File: src/rtl/barrel_shifter_pipe_pkg.sv
// Shared definitions for the pipelined barrel shifter: op encodings and
// small helpers used by both the shifter core and its output stage.
package barrel_shift_pkg;

  localparam int MAX_W = 128;

  typedef enum logic [2:0] {
    OP_SLL = 3'b000,
    OP_SRL = 3'b001,
    OP_SRA = 3'b010,
    OP_ROL = 3'b011,
    OP_ROR = 3'b100
  } op_e;

  function automatic logic is_reserved(input logic [2:0] op);
    return op > OP_ROR;
  endfunction

  function automatic logic is_right(input logic [2:0] op);
    return (op == OP_SRL) || (op == OP_SRA) || (op == OP_ROR);
  endfunction

  function automatic logic is_rotate(input logic [2:0] op);
    return (op == OP_ROL) || (op == OP_ROR);
  endfunction

  // Reverses the low w bits of v; bits at and above w come back as zero.
  function automatic logic [MAX_W-1:0] bit_reverse(input logic [MAX_W-1:0] v, input int w);
    logic [MAX_W-1:0] src;
    logic [MAX_W-1:0] r;
    src = v;
    r = '0;
    for (int i = 0; i < MAX_W; i++) begin
      if (i < w) begin
        r = {r[MAX_W-2:0], src[0]};
        src = src >> 1;
      end
    end
    return r;
  endfunction

endpackage

File: src/rtl/barrel_shifter_pipe_layer.sv
// One combinational log-shifter layer: left shift by SHIFT when enabled,
// either wrapping (rotate) or filling the vacated low bits with fill_i.
module bs_layer #(
  parameter int DATA_W = 32,
  parameter int SHIFT  = 1
) (
  input  logic [DATA_W-1:0] data_i,
  input  logic              en_i,
  input  logic              rot_i,
  input  logic              fill_i,
  output logic [DATA_W-1:0] data_o
);

  always_comb begin
    data_o = data_i;
    if (en_i) begin
      if (rot_i) begin
        data_o = {data_i[DATA_W-SHIFT-1:0], data_i[DATA_W-1:DATA_W-SHIFT]};
      end else begin
        data_o = {data_i[DATA_W-SHIFT-1:0], {SHIFT{fill_i}}};
      end
    end
  end

endmodule

File: src/rtl/barrel_shifter_pipe.sv
// Pipelined barrel shifter with valid/ready backpressure. Right-hand ops are
// bit-reversed on entry and exit so every layer only ever shifts left.
module barrel_shifter_pipe
  import barrel_shift_pkg::*;
#(
  parameter int DATA_W    = 32,
  parameter int REG_EVERY = 2,
  localparam int SHAMT_W  = $clog2(DATA_W),
  localparam int LAT      = (SHAMT_W + REG_EVERY - 1) / REG_EVERY
) (
  input  logic               clk,
  input  logic               rst_n,
  input  logic               in_valid,
  output logic               in_ready,
  input  logic [DATA_W-1:0]  in_data,
  input  logic [SHAMT_W-1:0] in_shamt,
  input  logic [2:0]         in_op,
  output logic               out_valid,
  input  logic               out_ready,
  output logic [DATA_W-1:0]  out_data,
  output logic               out_err
);

  logic [DATA_W-1:0]  data_q  [LAT];
  logic [DATA_W-1:0]  data_d  [LAT];
  logic [SHAMT_W-1:0] shamt_q [LAT];
  logic [SHAMT_W-1:0] shamt_d [LAT];
  logic [2:0]         op_q    [LAT];
  logic [2:0]         op_d    [LAT];
  logic               fill_q  [LAT];
  logic               fill_d  [LAT];
  logic               err_q   [LAT];
  logic               err_d   [LAT];
  logic [LAT-1:0]     valid_q;
  logic [LAT-1:0]     valid_d;

  logic [DATA_W-1:0]  src_data  [LAT];
  logic [SHAMT_W-1:0] src_shamt [LAT];
  logic [2:0]         src_op    [LAT];
  logic               src_fill  [LAT];
  logic               src_err   [LAT];
  logic [LAT-1:0]     src_valid;
  logic [DATA_W-1:0]  stage_out [LAT];
  logic [LAT-1:0]     adv;

  // Stage 0 is fed from the ports (pre-reversed for right ops); later stages
  // are fed from the previous register group.
  always_comb begin
    src_data[0]  = is_right(in_op) ? DATA_W'(bit_reverse(MAX_W'(in_data), DATA_W)) : in_data;
    src_shamt[0] = in_shamt;
    src_op[0]    = in_op;
    src_fill[0]  = (in_op == OP_SRA) && in_data[DATA_W-1];
    src_err[0]   = is_reserved(in_op);
    src_valid[0] = in_valid;
    for (int s = 1; s < LAT; s++) begin
      src_data[s]  = data_q[s-1];
      src_shamt[s] = shamt_q[s-1];
      src_op[s]    = op_q[s-1];
      src_fill[s]  = fill_q[s-1];
      src_err[s]   = err_q[s-1];
      src_valid[s] = valid_q[s-1];
    end
  end

  for (genvar i = 0; i < SHAMT_W; i++) begin : g_layer
    localparam int ST = i / REG_EVERY;
    logic [DATA_W-1:0] l_in;
    logic [DATA_W-1:0] l_out;

    if (i % REG_EVERY == 0) begin : g_head
      assign l_in = src_data[ST];
    end else begin : g_chain
      assign l_in = g_layer[i-1].l_out;
    end

    bs_layer #(
      .DATA_W(DATA_W),
      .SHIFT (1 << i)
    ) u_layer (
      .data_i(l_in),
      .en_i  (src_shamt[ST][i] && !src_err[ST]),
      .rot_i (is_rotate(src_op[ST])),
      .fill_i(src_fill[ST]),
      .data_o(l_out)
    );

    if ((i % REG_EVERY == REG_EVERY - 1) || (i == SHAMT_W - 1)) begin : g_tail
      assign stage_out[ST] = l_out;
    end
  end

  // A stage may load when it is empty or its contents move on this cycle.
  always_comb begin
    adv = '0;
    adv[LAT-1] = !valid_q[LAT-1] || out_ready;
    for (int s = LAT - 2; s >= 0; s--) begin
      adv[s] = !valid_q[s] || adv[s+1];
    end
  end

  always_comb begin
    for (int s = 0; s < LAT; s++) begin
      valid_d[s] = valid_q[s];
      data_d[s]  = data_q[s];
      shamt_d[s] = shamt_q[s];
      op_d[s]    = op_q[s];
      fill_d[s]  = fill_q[s];
      err_d[s]   = err_q[s];
      if (adv[s]) begin
        valid_d[s] = src_valid[s];
        if (src_valid[s]) begin
          data_d[s]  = stage_out[s];
          shamt_d[s] = src_shamt[s];
          op_d[s]    = src_op[s];
          fill_d[s]  = src_fill[s];
          err_d[s]   = src_err[s];
        end
      end
    end
  end

  always_ff @(posedge clk or negedge rst_n) begin
    if (!rst_n) begin
      valid_q <= '0;
      for (int s = 0; s < LAT; s++) begin
        data_q[s]  <= '0;
        shamt_q[s] <= '0;
        op_q[s]    <= '0;
        fill_q[s]  <= 1'b0;
        err_q[s]   <= 1'b0;
      end
    end else begin
      valid_q <= valid_d;
      for (int s = 0; s < LAT; s++) begin
        data_q[s]  <= data_d[s];
        shamt_q[s] <= shamt_d[s];
        op_q[s]    <= op_d[s];
        fill_q[s]  <= fill_d[s];
        err_q[s]   <= err_d[s];
      end
    end
  end

  always_comb begin
    in_ready  = adv[0];
    out_valid = valid_q[LAT-1];
    out_err   = err_q[LAT-1];
    out_data  = is_right(op_q[LAT-1]) ?
                DATA_W'(bit_reverse(MAX_W'(data_q[LAT-1]), DATA_W)) : data_q[LAT-1];
  end

endmodule

File: config.mk
export PLATFORM = sky130hd
export DESIGN_NAME = barrel_shifter_pipe
export DESIGN_NICKNAME = d
export VERILOG_FILES = /design/src/rtl/barrel_shifter_pipe_pkg.sv /design/src/rtl/barrel_shifter_pipe_layer.sv /design/src/rtl/barrel_shifter_pipe.sv
export SDC_FILE = /design/constraint.sdc
export NUM_CORES = 1
export LEC_CHECK = 0
export ABC_CLOCK_PERIOD_IN_PS = 2100
export CAP_MARGIN = 10
export CORE_MARGIN = 2
export CORE_UTILIZATION = 28
export DETAILED_ROUTE_END_ITERATION = 16
export SYNTH_ARGS = -nofsm -noshare
export SYNTH_HDL_FRONTEND = slang
export SYNTH_SLANG_ARGS = --single-unit
export TNS_END_PERCENT = 5
File: constraint.sdc
create_clock -name clk -period 2.1 [get_ports clk]
set_input_delay 0.42 -clock clk [delete_from_list [all_inputs] [get_ports clk]]
set_output_delay 0.42 -clock clk [all_outputs]
set_load 0.02 [all_outputs]
==> out/summary.txt, run 1 <==
die height: 165.9 um
Max VDD drop: 1.301 mV
FILL cells: 2,582
placed inst area: 8997 um^2
Core ar.: 25,910 um^2
Final Critical Period: 2400 ps
diode count: 0
Post-synth EDFFs: 0
cell mode on critical path: buf_6
Setup Skew: 8.500 ps
clk_lat worst skew: 410 ps
Via density: 4.958
Storage cell area: 2928 um^2
critical path depth: 6
maxcap violations: 0
Hold Crit Start: shamt_q[14]
RSZ-0062 raised after global routing: true
post-route cell area: 9689 um^2
final WL: 19,210 um
leak pwr: 4.323 nW
worst r2r src: op_q[7]
placed cells: 1,179
number of DRC violations after detailed-routing iteration 0: 325
Worst path slowest cell: dfrtp_1
hpwl dp: 14,490 um
TritonCTS Buffers: 17
hold worst-path end: shamt_q[14]
First-pass DRT Iterations: 5
initial antenna violation count: 0
Wirelength per Cell: 15.82 um
Die Span X: 165.9 um
commonest non-fill, non-tap cell in the layout: nand2_1
Global Route Usage Sum: 14.00%
I/O Buffers: 78
post-synth cell types: 65
Reg clk slew, reported paths: 50 ps
Tot Pwr: 11.78 mW
r2r setup slk: 140 ps
Hold Vio Cnt, Final: 0
Net Count, Synth: 800
maximum fanout along the worst path: 8
CTS tree: built
Worst Path Required: 1680 ps
# rows: 59
area of the multi-input gates: 4229 um^2
Finish-stage setup viols: 32
Critical Path AT: 1980 ps
cell area power density: 1215 nW/um^2
commonest cells after routing, fill and taps aside: nand2_1, dfrtp_1, buf_4
share of cells above drive strength 1: 26.39%
CP top delay family: buffers and inverters
vias post-DR: 6,019
CTS Root Cell: clkbuf_16
failing checks: negative setup slack
first-pass GRT wire length: 31,570 um
fin nets: 911
Final Max Tran Viols: 0
vias in the first global route: 5,833
fmax: 416.7 MHz
worst-margin pin slew: 470.4 ps
Final ANT Viol Nets: 0
crit-path cells: xor2_1 -> o21ai_2 -> buf_6 -> clkbuf_16 -> mux2_4 -> buf_6
Synth async-reset ratio: 100.0%
final worst setup slack: -299.6 ps
status: complete, but fails checks
max incr delay on CP: 390 ps
largest net degree at the start of global routing: 59
Ys Warns: 0
synthesized area per cell: 9.705 um^2
Cells after Synth: 756
drt drc: 0
crit start category: register
area of the die: 27,510 um^2
CTS Sinks: 117
initial core utilization: 28.32%
Final GP Congestion: 0.8679
R2R Path End: g_layer[4].l_in[3]
WHS Path Cells: 2
fin util: 37.39%
Area growth syn-to-layout: 32.06%
Seq/Total Area, Yosys: 39.90%
Crit Path Class: register to primary output
htree depth: 4
fin crit share: 114.3%
endpoint type of the worst setup path: primary output
# IOs: 79
GRT overflow: 0
Primary FF master, synth: dfrtp_1
worst min-delay path class: register to register
Buf/Inv on CP: 3
Place WS: -411.8 ps
CTS max path bufs: 2
#FFs+latches synth: 117
Final Non-Filler Cells: 1,214
synthesized cell area: 7337 um^2
Worst R2R Path Depth: 5
relative slew slack: 68.64%
[worst register-to-register path: cells and delay by family (launching register included)]
family | cells | cell delay (ps)
compound gates | 3 | 600
flops | 1 | 430
mux | 1 | 280
simple gates | 1 | 540
[cell type report]
| cell class | count | share of cell area [%] |
|---|---|---|
| inverter | 3 | 0.1162 |
| tap | 335 | 4.326 |
| clock buffer | 21 | 4.649 |
| sequential | 117 | 30.22 |
| timing repair buffer | 156 | 16.18 |
| clock inverter | 10 | 0.8652 |
| multi-input combinational | 572 | 43.65 |
[sequential cells by signal, indices dropped and copies added, names as in the netlist]
signal and flops:
err_q 2, data_q 32, op_q 9, g_layer.l_in 64, fill_q 2, valid_q 3
out_err 1, shamt_q 4
[repair_timing]
| action | CTS | global route |
|---|---|---|
| pin swaps | 0 | 2 |
| gates resized for setup | 127 | 80 |
| hold endpoints to repair | 33 | 0 |
| cloned | 0 | 2 |
| hold buffers | 1 | 0 |
| setup endpoints to repair | 33 | 52 |
| setup buffers | 0 | 1 |
[per-layer routing]
layer	wire length (um)	GRT usage [%]
met4	178	2.836
met5	0	0
met1	10000	21.42
met2	8232	19.81
met3	797	3.575
[cells by family after synthesis]
| group | after synthesis | synth area share [%] |
|---|---|---|
| buf+inv | 67 | 4.127 |
| flops | 117 | 39.90 |
| simple gates | 226 | 14.09 |
| mux | 124 | 21.54 |
| compound gates | 218 | 19.68 |
| xor+xnor | 4 | 0.6651 |
[synth_stat cells, drive strengths merged (6+ instances only)]
cell type / count / area share [%]
a211o: 6 / 0.72
a211oi: 36 / 3.7
a21o: 22 / 2.3
a21oi: 46 / 3.1
a22oi: 19 / 1.9
a31oi: 6 / 0.51
a41o: 6 / 0.82
and2: 12 / 1.0
and3: 6 / 0.51
buf: 26 / 2.0
clkbuf: 38 / 2.0
dfrtp: 117 / 40
mux2: 58 / 9.0
mux2i: 45 / 6.1
mux4: 21 / 6.4
nand2: 127 / 6.5
nand2b: 7 / 0.60
nand3: 6 / 0.41
nor2: 30 / 1.5
nor2b: 13 / 1.1
nor3: 7 / 0.55
o21ai: 51 / 3.6
[report_power, final]
group	internal, mW	leakage [nW]	switching [mW]
Sequential	2.96	1.44	0.661
Clock	1.63	0.262	0.953
Combinational	2.94	2.62	2.63
Total	7.54	4.32	4.24
[stage by stage]
| step | TNS, ps | hold slack, ps |
|---|---|---|
| detailed placement | -15820 | 407.0 |
| floorplan | 0 | 124.4 |
| CTS | -7431 | 485.7 |
| global placement | -15150 | 408.0 |
| finish | -7942 | 480.7 |
| global route | -10600 | 520.8 |
[worst max path at each step]
stage                     startpoint                  end  slack (ps)
after detailed placement    in_op[1]  g_layer[2].l_in[16]        -410
after CTS                    op_q[0]         out_data[27]        -370
final                        op_q[2]         out_data[22]        -300
after global placement      in_op[1]  g_layer[2].l_in[16]        -390
after global routing         op_q[2]         out_data[22]        -380
after floorplan              op_q[0]         out_data[10]         100
Power figures use the tool's default switching activity.
==> run 2: changes to the inputs <==
--- a/config.mk
+++ b/config.mk
@@ -7,9 +7,11 @@
 export LEC_CHECK = 0
 export ABC_CLOCK_PERIOD_IN_PS = 2100
 export CAP_MARGIN = 10
+export CORE_ASPECT_RATIO = 1.5
 export CORE_MARGIN = 2
 export CORE_UTILIZATION = 28
 export DETAILED_ROUTE_END_ITERATION = 16
+export SLEW_MARGIN = 20
 export SYNTH_ARGS = -nofsm -noshare
 export SYNTH_HDL_FRONTEND = slang
 export SYNTH_SLANG_ARGS = --single-unit
==> run 2 against run 1 <==
  * The flow still finishes with violations (negative setup slack)
  * Worst setup slack better by 98 ps
  * Sequential cell count unchanged
  * Register-to-register slack better by 50 ps
  * Core utilization down 0.46 points
  * Design area down 1.8%
  * Fmax up 4.3%
  * Sequential power down 1%
  * Non-clock buffer count up 4
  * Final cell count up 0.25%
  * Die area about the same
  * Clock power up 14%
  * Hold slack about the same
  * Highest routed layer unchanged
==> out/summary.txt, run 2 (synthesis results as in run 1) <==
status: complete, but fails checks (unchanged)
failing checks: negative setup slack (unchanged)
htree depth: 4 (unchanged)
FILL cells: 2,666 (was 2,582)
number of DRC violations after detailed-routing iteration 0: 321 (was 325)
first-pass GRT wire length: 31,180 um (was 31,570 um)
Critical Path AT: 1880 ps (was 1980 ps)
CTS Sinks: 117 (unchanged)
Hold Vio Cnt, Final: 0 (unchanged)
Crit Path Class: register to primary output (unchanged)
cell area power density: 1174 nW/um^2 (was 1215 nW/um^2)
maxcap violations: 0 (unchanged)
maximum fanout along the worst path: 32 (was 8)
Final ANT Viol Nets: 0 (unchanged)
Storage cell area: 2928 um^2 (unchanged)
Max VDD drop: 0.6985 mV (was 1.301 mV)
Finish-stage setup viols: 32 (unchanged)
Setup Skew: 7.888 ps (was 8.500 ps)
Worst path slowest cell: dfrtp_1 (unchanged)
die height: 202.3 um (was 165.9 um)
commonest non-fill, non-tap cell in the layout: nand2_1 (unchanged)
worst-margin pin slew: 392.5 ps (was 470.4 ps)
Wirelength per Cell: 15.50 um (was 15.82 um)
# IOs: 79 (unchanged)
initial core utilization: 28.48% (was 28.32%)
area of the multi-input gates: 4135 um^2 (was 4229 um^2)
CTS tree: built (unchanged)
TritonCTS Buffers: 17 (unchanged)
fin nets: 915 (was 911)
relative slew slack: 73.08% (was 68.64%)
area of the die: 27,540 um^2 (was 27,510 um^2)
final worst setup slack: -201.4 ps (was -299.6 ps)
endpoint type of the worst setup path: primary output (unchanged)
drt drc: 0 (unchanged)
crit start category: register (unchanged)
Core ar.: 25,760 um^2 (was 25,910 um^2)
Via density: 5.039 (was 4.958)
Global Route Usage Sum: 14.15% (was 14.00%)
First-pass DRT Iterations: 5 (unchanged)
Place WS: -485.3 ps (was -411.8 ps)
Final Critical Period: 2301 ps (was 2400 ps)
hpwl dp: 14,510 um (was 14,490 um)
placed inst area: 9035 um^2 (was 8997 um^2)
Final Max Tran Viols: 0 (unchanged)
GRT overflow: 0 (unchanged)
placed cells: 1,184 (was 1,179)
Largest register FFs: 64 (unchanged)
diode count: 0 (unchanged)
fmax: 434.5 MHz (was 416.7 MHz)
clk_lat worst skew: 410 ps (about the same)
worst min-delay path class: register to register (unchanged)
commonest cells after routing, fill and taps aside: nand2_1, dfrtp_1, buf_4 (unchanged)
CTS Root Cell: clkbuf_16 (unchanged)
Die Span X: 136.2 um (was 165.9 um)
crit-path cells: xor2_1 -> o21ai_2 -> buf_12 -> mux2_2 -> buf_4 (was xor2_1 -> o21ai_2 -> buf_6 -> clkbuf_16 -> mux2_4 -> buf_6)
CTS max path bufs: 2 (unchanged)
Final GP Congestion: 0.8318 (was 0.8679)
final WL: 18,870 um (was 19,210 um)
RSZ-0062 raised after global routing: true (unchanged)
I/O Buffers: 78 (unchanged)
# rows: 72 (was 59)
initial antenna violation count: 0 (unchanged)
leak pwr: 4.217 nW (was 4.323 nW)
largest net degree at the start of global routing: 63 (was 59)
post-route cell area: 9517 um^2 (was 9689 um^2)
postcts setup bufs: 0 (unchanged)
Final Non-Filler Cells: 1,217 (was 1,214)
Area growth syn-to-layout: 29.71% (was 32.06%)
Reg clk slew, reported paths: 60 ps (was 50 ps)
share of cells above drive strength 1: 27.04% (was 26.39%)
vias in the first global route: 5,885 (was 5,833)
Worst Path Required: 1680 ps (about the same)
vias post-DR: 6,133 (was 6,019)
fin crit share: 109.6% (was 114.3%)
max incr delay on CP: 390 ps (about the same)
-- run 2: final timing paths --
| path | startpoint | endpoint | slack, ps | depth (start not counted) |
|---|---|---|---|---|
| setup / recovery | op_q[0] | out_data[12] | -200 | 5 |
| hold / removal | shamt_q[14] | shamt_q[14] | 480 | 2 |
| setup reg to reg | op_q[6] | g_layer[4].l_in[3] | 190 | 6 |
| hold reg to reg | shamt_q[14] | shamt_q[14] | 480 | 2 |
| max in group asynchronous | rst_n | g_layer[4].l_in[2] | 990 | 3 |
| min in group asynchronous | rst_n | out_err | 500 | 2 |
-- run 2: area by class of cell --
| cell class | count | area share [%] |
|---|---|---|
| Timing Repair Buffer | 160 | 14.91 |
| Multi-Input combinational cell | 572 | 43.45 |
| Clock inverter | 15 | 1.906 |
| Sequential cell | 117 | 30.77 |
| Clock buffer | 17 | 4.470 |
| Inverter | 3 | 0.1183 |
| Tap cell | 333 | 4.378 |
-- run 2: critical path: cells and delay by family, from the launching register on --
| kind | cells | cell delay, ps |
|---|---|---|
| AO/OA/AOI/OAI | 1 | 160 |
| flip-flops | 1 | 390 |
| XOR/XNOR | 1 | 170 |
| buffers and inverters | 2 | 370 |
| multiplexers | 1 | 360 |
-- run 2: routing by layer --
layer | vias up | share of wire, % | track usage (%) | wire (um)
li1 | 3025 | - | - | -
met3 | 20 | 2.9 | 1.781 | 542
met1 | 2965 | 46 | 18.57 | 8639
met5 | - | 0 | 0 | 0
met4 | 0 | 1.7 | 4.725 | 323
met2 | 123 | 50 | 23.91 | 9363
-- run 2: report_power, final --
| group | total, mW | switching, mW | internal, mW |
|---|---|---|---|
| Clock | 2.94 | 1.07 | 1.87 |
| Combinational | 4.66 | 2.44 | 2.22 |
| Sequential | 3.58 | 0.614 | 2.96 |
| Total | 11.2 | 4.12 | 7.05 |
-- run 2: per-stage QoR --
stage / setup TNS [ps] / util, % / hold slack [ps] / total power, mW
6_report: -5894 / 36.94 / 481.1 / 11.17
5_1_grt: -8192 / 36.94 / 512.0 / 11.88
4_1_cts: -6948 / 36.90 / 489.6 / 11.30
3_5_place_dp: -17450 / 35.07 / 379.3 / 8.739
3_3_place_gp: -15580 / 35.07 / 379.4 / 8.649
2_1_floorplan: 0 / - / 124.4 / 6.637
-- run 2: repair_timing --
action / CTS / global route
hold buffers: 1 / 0
setup endpoints to repair: 47 / 46
pin swaps: 0 / 0
hold endpoints to repair: 26 / 0
resized for setup: 135 / 6
==> run 3: changes to the inputs <==
--- a/config.mk
+++ b/config.mk
@@ -5,7 +5,8 @@
 export SDC_FILE = /design/constraint.sdc
 export NUM_CORES = 1
 export LEC_CHECK = 0
-export ABC_CLOCK_PERIOD_IN_PS = 2100
+export ABC_AREA = 1
+export ABC_CLOCK_PERIOD_IN_PS = 2600
 export CAP_MARGIN = 10
 export CORE_ASPECT_RATIO = 1.5
 export CORE_MARGIN = 2
@@ -14,5 +15,6 @@
 export SLEW_MARGIN = 20
 export SYNTH_ARGS = -nofsm -noshare
 export SYNTH_HDL_FRONTEND = slang
+export SYNTH_HIERARCHICAL = 1
 export SYNTH_SLANG_ARGS = --single-unit
 export TNS_END_PERCENT = 5
==> constraint.sdc (replaced) <==
create_clock -name clk -period 2.6 [get_ports clk]
set_input_delay 0.52 -clock clk [delete_from_list [all_inputs] [get_ports clk]]
set_output_delay 0.52 -clock clk [all_outputs]
set_load 0.02 [all_outputs]
==> run 3 against run 2 <==
  * The flow now finishes without violations
  * First-iteration DRC count shrank 0.31%
  * Area after synthesis grew 7.9%
  * Via count increased by 24%
  * Worst setup slack better by 500 ps
  * Global-route usage is 0.52 points lower
  * Clock power fell by 26%
  * Routed wire length is 1.9% higher
  * Sequential power fell by 20%
  * Largest cell class unchanged
==> out/summary.txt, run 3 <==
Sw Ratio: 41.17% (was 36.90%)
area share of fa/ha/maj cells after synthesis: 0% (unchanged)
commonest cells after routing, fill and taps aside: nand2_1, nand3_1, dfrtp_1 (was nand2_1, dfrtp_1, buf_4)
Psw: 3.692 mW (was 4.122 mW)
worst min-delay path class: primary input to async pin (was register to register)
maxcap violations: 0 (unchanged)
Worst R2R Path Depth: 12 (was 6)
share of cells above drive strength 1: 5.725% (was 27.04%)
fin crit share: 88.64%
hold buffer count at CTS: 0 (was 1)
post-synth cell types: 21 (was 65)
endpoint type of the worst setup path: primary output (unchanged)
fin nets: 1,376 (was 915)
Clk pwr share: 24.2% (was 26.3%)
crit start category: primary input (was register)
Ys Warns: 6 (was 0)
Seq/Total Area, Yosys: 36.97% (was 39.90%)
Synth async-reset ratio: 100.0% (unchanged)
R2R Path End: g_layer[4].l_in[10] (was g_layer[4].l_in[3])
vias post-DR: 7,614 (was 6,133)
status: completed (was complete, but fails checks)
Final Non-Filler Cells: 1,691 (was 1,217)
drt drc: 0 (unchanged)
CTS tree: built (unchanged)
CTS Root Cell: clkbuf_16 (unchanged)
Reg clk slew, reported paths: 60 ps (about the same)
worst r2r src: op_q[7] (was op_q[6])
Final Critical Period: 2305 ps
RSZ-0062 raised after global routing: false (was true)
Core ar.: 27,870 um^2 (was 25,760 um^2)
Primary FF master, synth: dfrtp_1 (unchanged)
initial antenna violation count: 0 (unchanged)
CTS max path bufs: 2 (unchanged)
leak pwr: 5.634 nW (was 4.217 nW)
number of DRC violations after detailed-routing iteration 0: 320 (was 321)
Critical Path AT: 1780 ps (was 1880 ps)
# IOs: 79 (unchanged)
placed cells: 1,659 (was 1,184)
synth cell count leaders: nand2_1, nand3_1, dfrtp_1 (was nand2_1, dfrtp_1, mux2_2)
mux share of post-synthesis cell area: 0% (was 21.54%)
First-pass DRT Iterations: 5 (unchanged)
Area contributors post-synth: dfrtp_1, nand2_1, nand3_1, o21ai_0, inv_1 (was dfrtp_1, mux2_2, nand2_1, mux4_2, mux2i_1)
initial core utilization: 28.41% (was 28.48%)
# rows: 75 (was 72)
Worst Path Required: 2080 ps (was 1680 ps)
Via density: 4.503 (was 5.039)
largest family of logic cells by synthesized area: simple AND/OR/NAND/NOR gates (was multiplexers)
die height: 210.0 um (was 202.3 um)
Final ANT Viol Nets: 0 (unchanged)
Final Max Tran Viols: 0 (unchanged)
Post-synth EDFFs: 0 (unchanged)
Area growth syn-to-layout: 20.97% (was 29.71%)
Setup TNS: 0 ps (was -5894 ps)
clk_lat worst skew: 410 ps (about the same)
complex-gate fraction of the synthesized area: 6.699% (was 19.68%)
Global Route Usage Sum: 13.63% (was 14.15%)
#FFs+latches synth: 117 (unchanged)
cell area power density: 936.0 nW/um^2 (was 1174 nW/um^2)
I/O Buffers: 78 (unchanged)
Max VDD drop: 0.4185 mV (was 0.6985 mV)
worst-margin pin slew: 662.7 ps (was 392.5 ps)
fmax: 433.9 MHz
diode count: 0 (unchanged)
Int Power: 5.274 mW (was 7.050 mW)
synthesized area per cell: 6.115 um^2 (was 9.705 um^2)
Flop pwr share: 32.1% (was 32.0%)
most common cell in the netlist: nand2_1 (unchanged)
Die Span X: 141.3 um (was 136.2 um)
XOR/XNOR Fraction of Synth Area: 0% (was 0.6651%)
area of the die: 29,670 um^2 (was 27,540 um^2)
GRT overflow: 0 (unchanged)
Yosys top cell by area: dfrtp_1 (unchanged)
Crit Path Class: primary input to primary output (was register to primary output)
post-synth top area share: 36.97% (was 39.90%)
Largest register FFs: 64 (unchanged)
TritonCTS Buffers: 17 (unchanged)
Net Count, Synth: 1,339 (was 800)
commonest non-fill, non-tap cell in the layout: nand2_1 (unchanged)
first-pass GRT wire length: 34,070 um (was 31,180 um)
maximum fanout along the worst path: 3 (was 32)
Post-Synth Simple-Gate Area: 46.47% (was 14.09%)
Wirelength per Cell: 11.37 um (was 15.50 um)
Cells after Synth: 1,295 (was 756)
CTS Sinks: 117 (unchanged)
htree depth: 4 (unchanged)
relative slew slack: 55.82% (was 73.08%)
r2r setup slk: 790 ps (was 190 ps)
hpwl dp: 14,700 um (was 14,510 um)
FILL cells: 3,065 (was 2,666)
final WL: 19,230 um (was 18,870 um)
Hold Vio Cnt, Final: 0 (unchanged)
vias in the first global route: 7,169 (was 5,885)
Comb pwr share: 43.7% (was 41.7%)
Setup Skew: 9.971 ps (was 7.888 ps)
Final GP Congestion: 0.9310 (was 0.8318)
Finish-stage setup viols: 0 (was 32)
synthesized cell area: 7919 um^2 (was 7337 um^2)
largest net degree at the start of global routing: 57 (was 63)
CP startpoint: out_ready (was op_q[0])
crit path to: in_ready (was out_data[12])
-- run 3: cells by family after synthesis --
| group | after synthesis |
|---|---|
| flip-flops | 117 |
| AO/OA/AOI/OAI | 106 |
| buffers and inverters | 167 |
| AND/OR/NAND/NOR | 905 |
-- run 3: worst max-delay path, stage by stage --
cell and delay [ps]:
clkdlybuf4s50_1 450, inv_1 100, nand4_4 100, clkdlybuf4s50_1 610
-- run 3: worst min-delay path by stage --
stage	end	depth (start not counted)	start	slack, ps
after global placement	g_layer[2].l_in[9]	2	g_layer[2].l_in[9]	460
after CTS	data_q[0]	1	rst_n	140
final	op_q[1]	1	rst_n	130
after detailed placement	shamt_q[12]	2	shamt_q[12]	460
after global routing	op_q[0]	1	rst_n	180
after floorplan	data_q[0]	0	rst_n	220
-- run 3: what timing repair did --
item,CTS,global route
endpoints found under the setup margin,32,30
resized for setup,4,32
hold endpoints to repair,0,0
buffers inserted,0,0
-- run 3: power groups by stage --
stage | Combinational [mW] | Sequential [mW] | Clock, mW
after floorplan | 2.85 | 2.77 | 0
after global placement | 3.96 | 2.88 | 0
after detailed placement | 4.01 | 2.91 | 0
after CTS | 4.02 | 2.88 | 2.22
after global routing | 4.46 | 2.97 | 2.33
final | 3.92 | 2.88 | 2.17
-- run 3: metrics by stage --
stage          power, mW  hold WS (ps)  setup WS (ps)  cell area [um^2]  util [%]
4_1_cts            9.128         142.2          1.433              9497     34.07
2_1_floorplan      5.629         224.4          809.7              7919         -
5_1_grt            9.751         180.2          111.4              9579     34.37
3_5_place_dp       6.916         458.2          51.60              8936     32.06
6_report           8.966         131.2          295.4              9579     34.37
3_3_place_gp       6.834         456.5          103.3              8936     32.06
-- run 3: per-layer routing --
| layer | wire length (um) | track usage [%] |
|---|---|---|
| met5 | 0 | 0 |
| met4 | 387 | 4.759 |
| met3 | 565 | 2.294 |
| met1 | 8679 | 16.74 |
| met2 | 9593 | 24.00 |
-- run 3: area by class of cell --
class / count / area [um^2] / share of cell area (%)
clock inverter: 9 / 77.57 / 0.8098
timing repair buffer: 106 / 1151 / 12.02
multi-input combinational: 1011 / 4215 / 44.00
clock buffer: 23 / 478.0 / 4.990
tap: 346 / 432.9 / 4.519
inverter: 79 / 296.5 / 3.096
sequential: 117 / 2928 / 30.56
==> variant (settings of run 2) <==
Register the output `out_err`, with the module's reset; this adds one clock of latency there. The other outputs are not delayed to match.
--- a/src/rtl/barrel_shifter_pipe.sv
+++ b/src/rtl/barrel_shifter_pipe.sv
@@ -22,2 +22,4 @@
 );
+
+  logic out_err_d;
 
@@ -146,3 +148,3 @@
     out_valid = valid_q[LAT-1];
-    out_err   = err_q[LAT-1];
+    out_err_d = err_q[LAT-1];
     out_data  = is_right(op_q[LAT-1]) ?
@@ -151,2 +153,10 @@
 
+  always_ff @(posedge clk or negedge rst_n) begin
+    if (!rst_n) begin
+      out_err <= '0;
+    end else begin
+      out_err <= out_err_d;
+    end
+  end
+
 endmodule
Behaviour: not the same (Yosys sat finds a counterexample within 4 cycles, from zero or initial values and one cycle with rst_n low).
==> variant against run 2 <==
- the flow finishes with violations (hold timing, setup timing)
- synthesized area grew 0.34%
- setup slack worse by 0.018 ns
- maximum frequency fell by 0.79%
- wire length increased by 2.3%
- combinational power grew 15%
- cell count fell by 0.16%
- sequential cell count is 1 higher
- cell area increased by 2.1%
- register-to-register slack got worse by 0.06 ns
- power increased by 7.2%
- sequential share of layout area down 0.36 points
- critical endpoint is now out_data[13]
- largest cell class unchanged
==> variant: results (changes against run 2) <==
Power and ir drop
  – Sw power: 4311 uW (was 4122 uW)
  – Peak supply drop: 0.8599 mV (was 0.6985 mV)
  – Lkg Pwr: 0.004331 uW (was 0.004217 uW)

Status
  – Failing checks: hold timing, setup timing (was setup timing)
  – Status: finished with violations (unchanged)

Place
  – Placement Setup Slack: -0.4725 ns (was -0.4853 ns)
  – Dpl cells: 1180 (was 1184)
  – Post-DP Area: 9022 um2 (was 9035 um2)
  – GPL Wtd Cong: 0.8153 (was 0.8318)
  – DP HPWL: 14410 um (was 14510 um)

Routing
  – Met1 WL: 8685 um (was 8639 um)
  – WL met2: 9636 um (was 9363 um)
  – WL per Instance: 15.88 um (was 15.50 um)
  – Met3 wire len: 587 um (was 542 um)

Global route
  – Largest net degree at the start of global routing: 59 (was 63)
  – Vias in the first global route: 6038 (was 5885)
  – First-pass GRT wire length: 32040 um (was 31180 um)
  – Gr usage total: 14.54% (was 14.15%)

Timing
  – Setup WS post-layout: -0.2198 ns (was -0.2014 ns)
  – Endpoints failing hold: 24 (was 0)
  – Final TNS setup: -6.166 ns (was -5.894 ns)
  – Setup violations, final: 32 (unchanged)
  – Min Hold Slack: -0.01985 ns (was 0.4811 ns)
  – Least-Margin Pin Slew: 0.5281 ns (was 0.3925 ns)

Setup path
  – Worst r2r src: err_q[2]$_DFFE_PN0P_ (was op_q[6]$_DFFE_PN0P_)
  – Flop-to-flop setup slack: 0.13 ns (was 0.19 ns)
  – R2R cell count: 5 (was 6)
  – Worst setup path end: out_data[13] (was out_data[12])
  – Origin of the worst setup path: op_q[2]$_DFFE_PN0P_ (was op_q[0]$_DFFE_PN0P_)

Yosys
  – Syn nets: 801 (was 800)
  – Dominant cells by area after synthesis: dfrtp_1 (40%), mux2_2 (8.6%), nand2_1 (6.5%) (unchanged)
  – Post-synth top cells: nand2_1 (127), dfrtp_1 (118), mux2_2 (56) (was nand2_1 (127), dfrtp_1 (117), mux2_2 (56))
  – Mux cell area share after synthesis: 21.46% (was 21.54%)
  – Sequential share of the synthesized area: 40.11% (was 39.90%)
  – Fraction of the mapped netlist area in compound gates: 19.61% (was 19.68%)

Layout
  – Nets: 913 (was 915)
  – Share of cells above drive strength 1: 26.87% (was 27.04%)

Min path
  – Min-Delay Path Class: primary input to asynchronous set/reset pin (was flip-flop to flip-flop)
-- variant: cell type report --
class / instances / area, um2
well taps: 333 / 416.7
multi-input cells: 572 / 4200
flip-flops and latches: 118 / 2953
fillers: 2571 / 16140
clock inverters: 14 / 175.2
clock buffers: 18 / 439.2
inverters: 3 / 11.26
repair buffers: 157 / 1516
-- variant: power by group through the flow --
stage / clock (uW) / combinational [uW] / sequential [uW]
after floorplan: 0 / 3250 / 3410
after global placement: 0 / 5050 / 3610
after detailed placement: 0 / 5100 / 3650
after CTS: 3060 / 4870 / 3610
after global routing: 3170 / 5830 / 3740
final: 2990 / 5360 / 3630
-- variant: repair_timing --
item / 4_1_cts / 5_1_grt
endpoints found under the setup margin: 35 / 56
setup buffers: 2 / 0
pin swaps: 1 / 2
gates resized for setup: 137 / 54
cloned: 1 / 1
endpoints found under the hold margin: 0 / 0
-- variant: logic make-up after synthesis --
kind of cell | count (synthesis)
AND/OR/NAND/NOR | 226
buffers and inverters | 67
XOR/XNOR | 4
multiplexers | 124
flip-flops | 118
AO/OA/AOI/OAI | 218
-- variant: layer usage --
layer | GRT usage, % | vias to the layer above
met1 | 18.95 | 2890
met4 | 4.985 | 0
met2 | 24.57 | 131
li1 | - | 3025
met5 | 0 | -
met3 | 1.998 | 26
-- variant: critical path, cell delays in order, from the launching register on --
cell and delay (ns):
dfrtp_1 0.40, xor2_1 0.17, o21ai_2 0.16, buf_6 0.15, clkbuf_16 0.16, mux2_4 0.30
buf_6 0.13
